===== src/rtl/uart_pkg.sv =====
// uart_pkg: state encodings and default sizes shared by the UART blocks.
// Used by uart_rx today and by uart_tx later.
package uart_pkg;

   localparam int UART_NB_DATA      = 8;
   localparam int UART_OVERSAMPLING = 16;

   typedef enum logic [2:0] {
      ST_IDLE,
      ST_START,
      ST_DATA,
      ST_PARITY,
      ST_STOP
   } uart_state_e;

endpackage


===== src/rtl/uart_sync_2ff.sv =====
// uart_sync_2ff: two-flop synchronizer for a single async input.
// RST_VAL sets the value both flops take while reset is high.
module uart_sync_2ff #(
   parameter bit RST_VAL = 1'b1
) (
   input  logic clk,
   input  logic i_reset,
   input  logic i_d,
   output logic o_q
);

   logic meta;

   // two back-to-back flops to settle metastability
   always_ff @(posedge clk or posedge i_reset) begin
      if (i_reset) begin
         meta <= RST_VAL;
         o_q  <= RST_VAL;
      end else begin
         meta <= i_d;
         o_q  <= meta;
      end
   end

endmodule


===== src/rtl/uart_rx.sv =====
// uart_rx: oversampled 8N1 UART receiver with framing error flag.
// Define UART_RX_PARITY_EN to add a parity bit and o_parity_err.
module uart_rx
   import uart_pkg::*;
#(
   parameter int NB_DATA      = UART_NB_DATA,
   parameter int OVERSAMPLING = UART_OVERSAMPLING,
   parameter bit PARITY_ODD   = 1'b0
) (
   input  logic               clk,
   input  logic               i_reset,
   input  logic               i_tick,
   input  logic               i_rx,
   output logic [NB_DATA-1:0] o_data,
   output logic               o_rx_done,
   output logic               o_frame_err,
   output logic               o_parity_err,
   output logic               o_busy
);

   localparam int SW = $clog2(OVERSAMPLING);
   localparam int NW = (NB_DATA > 1) ? $clog2(NB_DATA) : 1;
   localparam logic [SW-1:0] S_MID  = SW'(OVERSAMPLING / 2 - 1);
   localparam logic [SW-1:0] S_END  = SW'(OVERSAMPLING - 1);
   localparam logic [NW-1:0] N_LAST = NW'(NB_DATA - 1);

   uart_state_e        state_q, state_d;
   logic [SW-1:0]      s_q, s_d;
   logic [NW-1:0]      n_q, n_d;
   logic [NB_DATA-1:0] sr_q, sr_d;
   logic [NB_DATA-1:0] data_q, data_d;
   logic               done_q, done_d;
   logic               ferr_q, ferr_d;
   logic               rx_s;

`ifdef UART_RX_PARITY_EN
   logic               par_q, par_d;
   logic               perr_q, perr_d;
`endif

   uart_sync_2ff #(
      .RST_VAL (1'b1)
   ) u_sync (
      .clk     (clk),
      .i_reset (i_reset),
      .i_d     (i_rx),
      .o_q     (rx_s)
   );

   // state, counters, shift register and registered outputs
   always_ff @(posedge clk or posedge i_reset) begin
      if (i_reset) begin
         state_q <= ST_IDLE;
         s_q     <= '0;
         n_q     <= '0;
         sr_q    <= '0;
         data_q  <= '0;
         done_q  <= 1'b0;
         ferr_q  <= 1'b0;
`ifdef UART_RX_PARITY_EN
         par_q   <= 1'b0;
         perr_q  <= 1'b0;
`endif
      end else begin
         state_q <= state_d;
         s_q     <= s_d;
         n_q     <= n_d;
         sr_q    <= sr_d;
         data_q  <= data_d;
         done_q  <= done_d;
         ferr_q  <= ferr_d;
`ifdef UART_RX_PARITY_EN
         par_q   <= par_d;
         perr_q  <= perr_d;
`endif
      end
   end

   // next state: counters only move on ticks, start detect does not need one
   always_comb begin
      state_d = state_q;
      s_d     = s_q;
      n_d     = n_q;
      sr_d    = sr_q;
      data_d  = data_q;
      done_d  = 1'b0;
      ferr_d  = ferr_q;
`ifdef UART_RX_PARITY_EN
      par_d   = par_q;
      perr_d  = perr_q;
`endif
      case (state_q)
         ST_IDLE: begin
            if (!rx_s) begin
               state_d = ST_START;
               s_d     = '0;
            end
         end
         ST_START: begin
            if (i_tick) begin
               if (s_q == S_MID) begin
                  s_d = '0;
                  if (rx_s) begin
                     state_d = ST_IDLE;
                  end else begin
                     state_d = ST_DATA;
                     n_d     = '0;
                  end
               end else begin
                  s_d = s_q + 1'b1;
               end
            end
         end
         ST_DATA: begin
            if (i_tick) begin
               if (s_q == S_END) begin
                  s_d  = '0;
                  sr_d = {rx_s, sr_q[NB_DATA-1:1]};
                  if (n_q == N_LAST) begin
`ifdef UART_RX_PARITY_EN
                     state_d = ST_PARITY;
`else
                     state_d = ST_STOP;
`endif
                  end else begin
                     n_d = n_q + 1'b1;
                  end
               end else begin
                  s_d = s_q + 1'b1;
               end
            end
         end
`ifdef UART_RX_PARITY_EN
         ST_PARITY: begin
            if (i_tick) begin
               if (s_q == S_END) begin
                  s_d     = '0;
                  par_d   = rx_s;
                  state_d = ST_STOP;
               end else begin
                  s_d = s_q + 1'b1;
               end
            end
         end
`endif
         ST_STOP: begin
            if (i_tick) begin
               if (s_q == S_END) begin
                  s_d     = '0;
                  data_d  = sr_q;
                  ferr_d  = ~rx_s;
                  done_d  = 1'b1;
                  state_d = ST_IDLE;
`ifdef UART_RX_PARITY_EN
                  perr_d  = (^sr_q) ^ par_q ^ PARITY_ODD;
`endif
               end else begin
                  s_d = s_q + 1'b1;
               end
            end
         end
         default: state_d = ST_IDLE;
      endcase
   end

   assign o_data      = data_q;
   assign o_rx_done   = done_q;
   assign o_frame_err = ferr_q;
   assign o_busy      = (state_q != ST_IDLE);

`ifdef UART_RX_PARITY_EN
   assign o_parity_err = perr_q;
`else
   // no parity bit in the frame, so the parity sense has no effect
   assign o_parity_err = PARITY_ODD & 1'b0;
`endif

endmodule

===== config.mk =====
export PLATFORM = sky130hd
export DESIGN_NAME = uart_rx
export DESIGN_NICKNAME = d
export VERILOG_FILES = /design/src/rtl/uart_pkg.sv /design/src/rtl/uart_sync_2ff.sv /design/src/rtl/uart_rx.sv
export SDC_FILE = /design/constraint.sdc
export NUM_CORES = 1
export LEC_CHECK = 0
export ABC_CLOCK_PERIOD_IN_PS = 2000
export CAP_MARGIN = 15
export CELL_PAD_IN_SITES_DETAIL_PLACEMENT = 0
export CELL_PAD_IN_SITES_GLOBAL_PLACEMENT = 2
export CORE_ASPECT_RATIO = 1.5
export CORE_UTILIZATION = 37
export CTS_CLUSTER_DIAMETER = 40
export DETAILED_ROUTE_END_ITERATION = 16
export GPL_TIMING_DRIVEN = 0
export PLACE_DENSITY_LB_ADDON = 0.1
export SETUP_SLACK_MARGIN = 0.05
export SLEW_MARGIN = 0
export SYNTH_ARGS = -nofsm -noshare
export SYNTH_HDL_FRONTEND = slang
export SYNTH_HIERARCHICAL = 1
export SYNTH_SLANG_ARGS = --single-unit

===== constraint.sdc =====
create_clock -name clk -period 2 [get_ports clk]
set_input_delay 0.4 -clock clk [delete_from_list [all_inputs] [get_ports clk]]
set_output_delay 0.4 -clock clk [all_outputs]
set_load 0.01 [all_outputs]

Yosys cells after proc, flatten, opt, wreduce, memory -nomap -nowiden
Index checks and enable logic that the tools add are counted. Widths: inputs -> output; s select.

Add/sub/neg operators: 2. Eq/ne operators: 17. Muxes and demuxes: 26. Bitwise gates (word level): 1. Reductions and logical operators: 10.

Operator list (count): $mux 3 (14); $mux 4 (5); $ne 2x2->1 const B (10); $pmux 3 s4 (1); $pmux 4 s3 (1); $reduce_and 8->1 (1); $reduce_and 7->1 (1); $eq 3x3->1 const B (2); $pmux 3 s2 (1); $reduce_and 3->1 (2); $reduce_bool 3->1 (2); $add 4x1->4 const B (1); $eq 4x3->1 const B (1); $eq 4x4->1 const B (1); $reduce_and 4->1 (1); $add 3x1->3 const B (1); $eq 3x1->1 const B (1); $eq 3x2->1 const B (1); $logic_not 3->1 (1); $mux 1 (3); $mux 2 (1); $ne 2x1->1 const B (1); $reduce_bool 2->1 (1); $reduce_or 2->1 (1); $not 1->1 (1).

Register bits after elaboration: 30. Output and inout port bits: 12. Logic and storage cells: 65.

Depth between registers and ports, before layout
Word-level depth: 5. Gate-level depth with buffers: 6. Depth with buffers taken out: 6.

Cells and area by module
The synthesis kept the hierarchy.

By module, submodules not included: uart_rx (times used 1, cells an instance 109, area each 1365.1 sq um, seq. area each 700.7 sq um); uart_sync_2ff (times used 1, cells an instance 3, area each 56.3 sq um, seq. area each 52.6 sq um).

Worst setup path after synthesis
OpenSTA, ideal clock, no wires.

Path type: register to register. From: reg s_q[0]. To: reg data_q[0] (netlist: o_data[0]). Library setup time: 0.125 ns. Arrival time: 1.565 ns. Path slack: 0.310 ns. Stages on the path, launching flop included: 6. Path buffers: 0. Clock period less this slack: 1.690 ns. Cell sequence: dfrtp_1 > ha_1 > and2_4 > nand3_4 > nor3_4 > mux2_2.

Longest elaborated chain between the ends: 2.

Ends and longest elaborated chain: start, declared (line uart_rx.sv:28) `logic [SW-1:0] s_q, s_d;`; start signal, assigned (line uart_rx.sv:54) `s_q <= '0;`; start signal, assigned (line uart_rx.sv:66) `s_q <= s_d;`; $eq 4x4->1 (line uart_rx.sv:148) `if (s_q == S_END) begin`; $reduce_and 3->1 (no line); end signal, assigned (line uart_rx.sv:69) `data_q <= data_d;`; end, declared (line uart_rx.sv:31) `logic [NB_DATA-1:0] data_q, data_d;`.

Every way passes these cells. A chain may end at the register's enable or synchronous reset.

Worst setup path in the final report
From: reg state_q[2]. To: out o_busy.

Longest elaborated chain between the ends: 1.

Ends and longest elaborated chain: start, declared (line uart_rx.sv:27) `uart_state_e state_q, state_d;`; start signal, assigned (line uart_rx.sv:65) `state_q <= state_d;`; $reduce_bool 3->1 (line uart_rx.sv:169) `assign o_busy = (state_q != ST_IDLE);`; end, declared (line uart_rx.sv:18) `output logic o_busy`.

Every way passes these cells.

==> results.cfg <==
[outcome]
status = finished clean

[pwr]
switchingPower_uw = 396
comb_power_share_pct = 16.2
total_power_mw = 1.43
swShare_pct = 27.7
p_seq_share_pct = 48.8
p_int_mw = 1.04
ir_drop_uv = 564
pwr-share-clk_pct = 35.0
p_leak_nw = 0.825
power_density_nw_per_um2 = 802

[setup_path]
worstPathRequired_ns = 1.60
arrival_ns = 1.47
startpoint_type = flip-flop
reg2reg_depth = 6
critPathLaunch = state_q[2]
cp_num_cells = 3
critPathKind = reg -> out
slowest_stage = or3_1
cp_max_fo = 10
worst-path-buf-inv = 2
max_stage_delay_ns = 0.40
r2r-end = n_q[0]
crit_end = o_busy
cp-end-kind = output port
r2r_slack_ns = 0.21
cp_top_family = buffers and inverters
reg2reg_from = s_q[0]
path_cells = buf_6 -> or3_1 -> clkdlybuf4s15_1

[clock_tree]
cts_tree = built
numClockSinks = 30
htreeDepth = 2
hold_buffers = 0
clk_pin_slew_ns = 0.07
insertion_delay_ns = 0.28
cts-buffers-inserted = 5
root_buffer = clkbuf_8
clock_path_buffers = 2

[timing]
rsz0062_at_grt = no
fin_crit_sh_pct = 93.4
relSlewSlack_pct = 64.2
max_freq_mhz = 535
setup_violations = 0
setup_tns_ns = 0
skew_ns = 0.00452
period_needed_ns = 1.87
finalMaxSlewViolations = 0
worst_slew_pin_slew_ns = 0.537
hold_viol = 0

[grt]
grt_pass1_wl_um = 4490
gr-total-overflow = 0
grt_pass1_vias = 965
grt_max_degree = 29
grt_usage_pct = 15.5
antenna_found_initial = 0

[logic_synthesis]
syn-instance-count = 112
syn_area_per_cell_um2 = 12.7
syn_area_um2 = 1420
synth_async_sr_flop_share_pct = 100
synth_edf_count = 0
yosysWarnings = 6
synth_flop_cell = dfrtp_1
synth.largest_area_cell = dfrtp_1
yosysSeqAreaShare_pct = 53.0
synthMostInstantiatedCell = dfrtp_1
ys_top_cells_by_area = dfrtp_1 49%, mux2_2 14%, dfstp_2 3.7%
synth_nets = 119
synthTopCellsByCount = 28 x dfrtp_1, 18 x mux2_2, 6 x a21oi_1, 6 x nand2_1
ys_ff_latch = 30
ys_types = 36
yosys.area.top_type_share_pct = 49.3

[routing]
ant_nets = 0
wire_per_inst_um = 14.7
route.detailed.drc = 0
drt_iter0_markers = 4
vias = 927
drt_pass1_iterations = 4
routed_wirelength_um = 2660
vias_per_cell = 5.12

[layout]
stdcell_area_um2 = 1790
n_fill_cell = 345
nets = 144
finalCoreUtilization_pct = 48.5
num_antenna_cells = 0
instances_no_fill = 181
drive_gt1_share_pct = 30.4
syn_to_final_growth_pct = 25.6

[placement]
place_area_um2 = 1620
dp_cells = 169
hpwl_um = 1850
gp_congestion = 0.786
portBuffers = 14

[flow_run]
max_cap_viol_count = 0

[floorplan]
start_util_pct = 38.6
die_y_um = 77.9
dieArea_um2 = 4100
core_um2 = 3680
rows = 27
io_pins = 16
fp.dieW_um = 52.6

[min_path]
whs_path_depth = 0
hp-class = reg -> reg
cell type report:
class	instances	area, um2	share of cell area (%)
sequential	30	753	42.2
multi-input combinational	75	627	35.1
timing repair buffer	18	215	12.1
clock buffer	7	86.3	4.84
tap	43	53.8	3.01
buffer	3	30.0	1.68
inverter	4	15.0	0.841
clock inverter	1	5.00	0.280
cells in the final DEF (no fill, tap or decap), drive strengths merged, types with 2 or more instances in the layout:
master / n
buf: 7
mux2: 18
and3: 2
dfrtp: 28
clkdlybuf4s50: 13
nor2: 2
a22o: 4
o21ai: 3
nand3: 4
a21oi: 7
a31oi: 2
ha: 3
nor3: 2
nor2b: 3
nand2b: 4
nand2: 6
clkbuf: 7
a211o: 2
inv: 4
dfstp: 2
stage by stage:
stage / setup slack, ns / hold WS, ns
final: 0.132 / 0.357
after global routing: 0.0763 / 0.361
after CTS: 0.0722 / 0.361
after detailed placement: -0.233 / 0.351
after global placement: -0.179 / 0.347
after floorplan: 0.310 / 0.312
worst min path at each step:
stage                        endpoint  slack (ns)         from
final                      u_sync/o_q        0.36  u_sync/meta
after global routing       u_sync/o_q        0.36  u_sync/meta
after CTS                  u_sync/o_q        0.36  u_sync/meta
after detailed placement   u_sync/o_q        0.35  u_sync/meta
after global placement     u_sync/o_q        0.35  u_sync/meta
after floorplan           u_sync/meta        0.31      i_reset
flip-flops by register name (all words and copies together), names as in the netlist:
register	flops
u_sync/o_q	1
o_rx_done	1
o_data	8
sr_q	8
n_q	3
state_q	3
u_sync/meta	1
o_frame_err	1
s_q	4
kinds of logic after synthesis:
| group | Yosys count | synth area share [%] |
|---|---|---|
| DFF | 30 | 53.0 |
| and+or+nand+nor | 30 | 15.9 |
| adders and majority gates | 3 | 2.64 |
| other | 1 | 0.264 |
| muxes | 18 | 14.3 |
| AOI/OAI and AO/OA | 23 | 11.0 |
| buffers and inverters | 7 | 2.90 |
repair_timing:
action	in CTS	in global routing
endpoints found under the hold margin	0	0
resized for setup	3	0
setup buffers	1	2
pin swaps	1	1
setup endpoints to repair	10	9
gates cloned	0	0
routing by layer:
layer | up-vias | wire [um] | track usage [%]
li1 | 453 | - | -
met1 | 456 | 1110 | 17.8
met2 | 11 | 1420 | 25.1
met3 | 7 | 64 | 4.71
met4 | 0 | 63 | 7.89
met5 | - | 0 | 0
power by group through the flow:
stage                     Combinational (mW)  Clock (mW)  Sequential [mW]
after floorplan                        0.180           0            0.695
after global placement                 0.222           0            0.708
after detailed placement               0.226           0            0.710
after CTS                              0.227       0.523            0.699
after global routing                   0.259       0.549            0.706
final                                  0.232       0.501            0.700
Note: power is estimated with default switching activity, not from simulation.
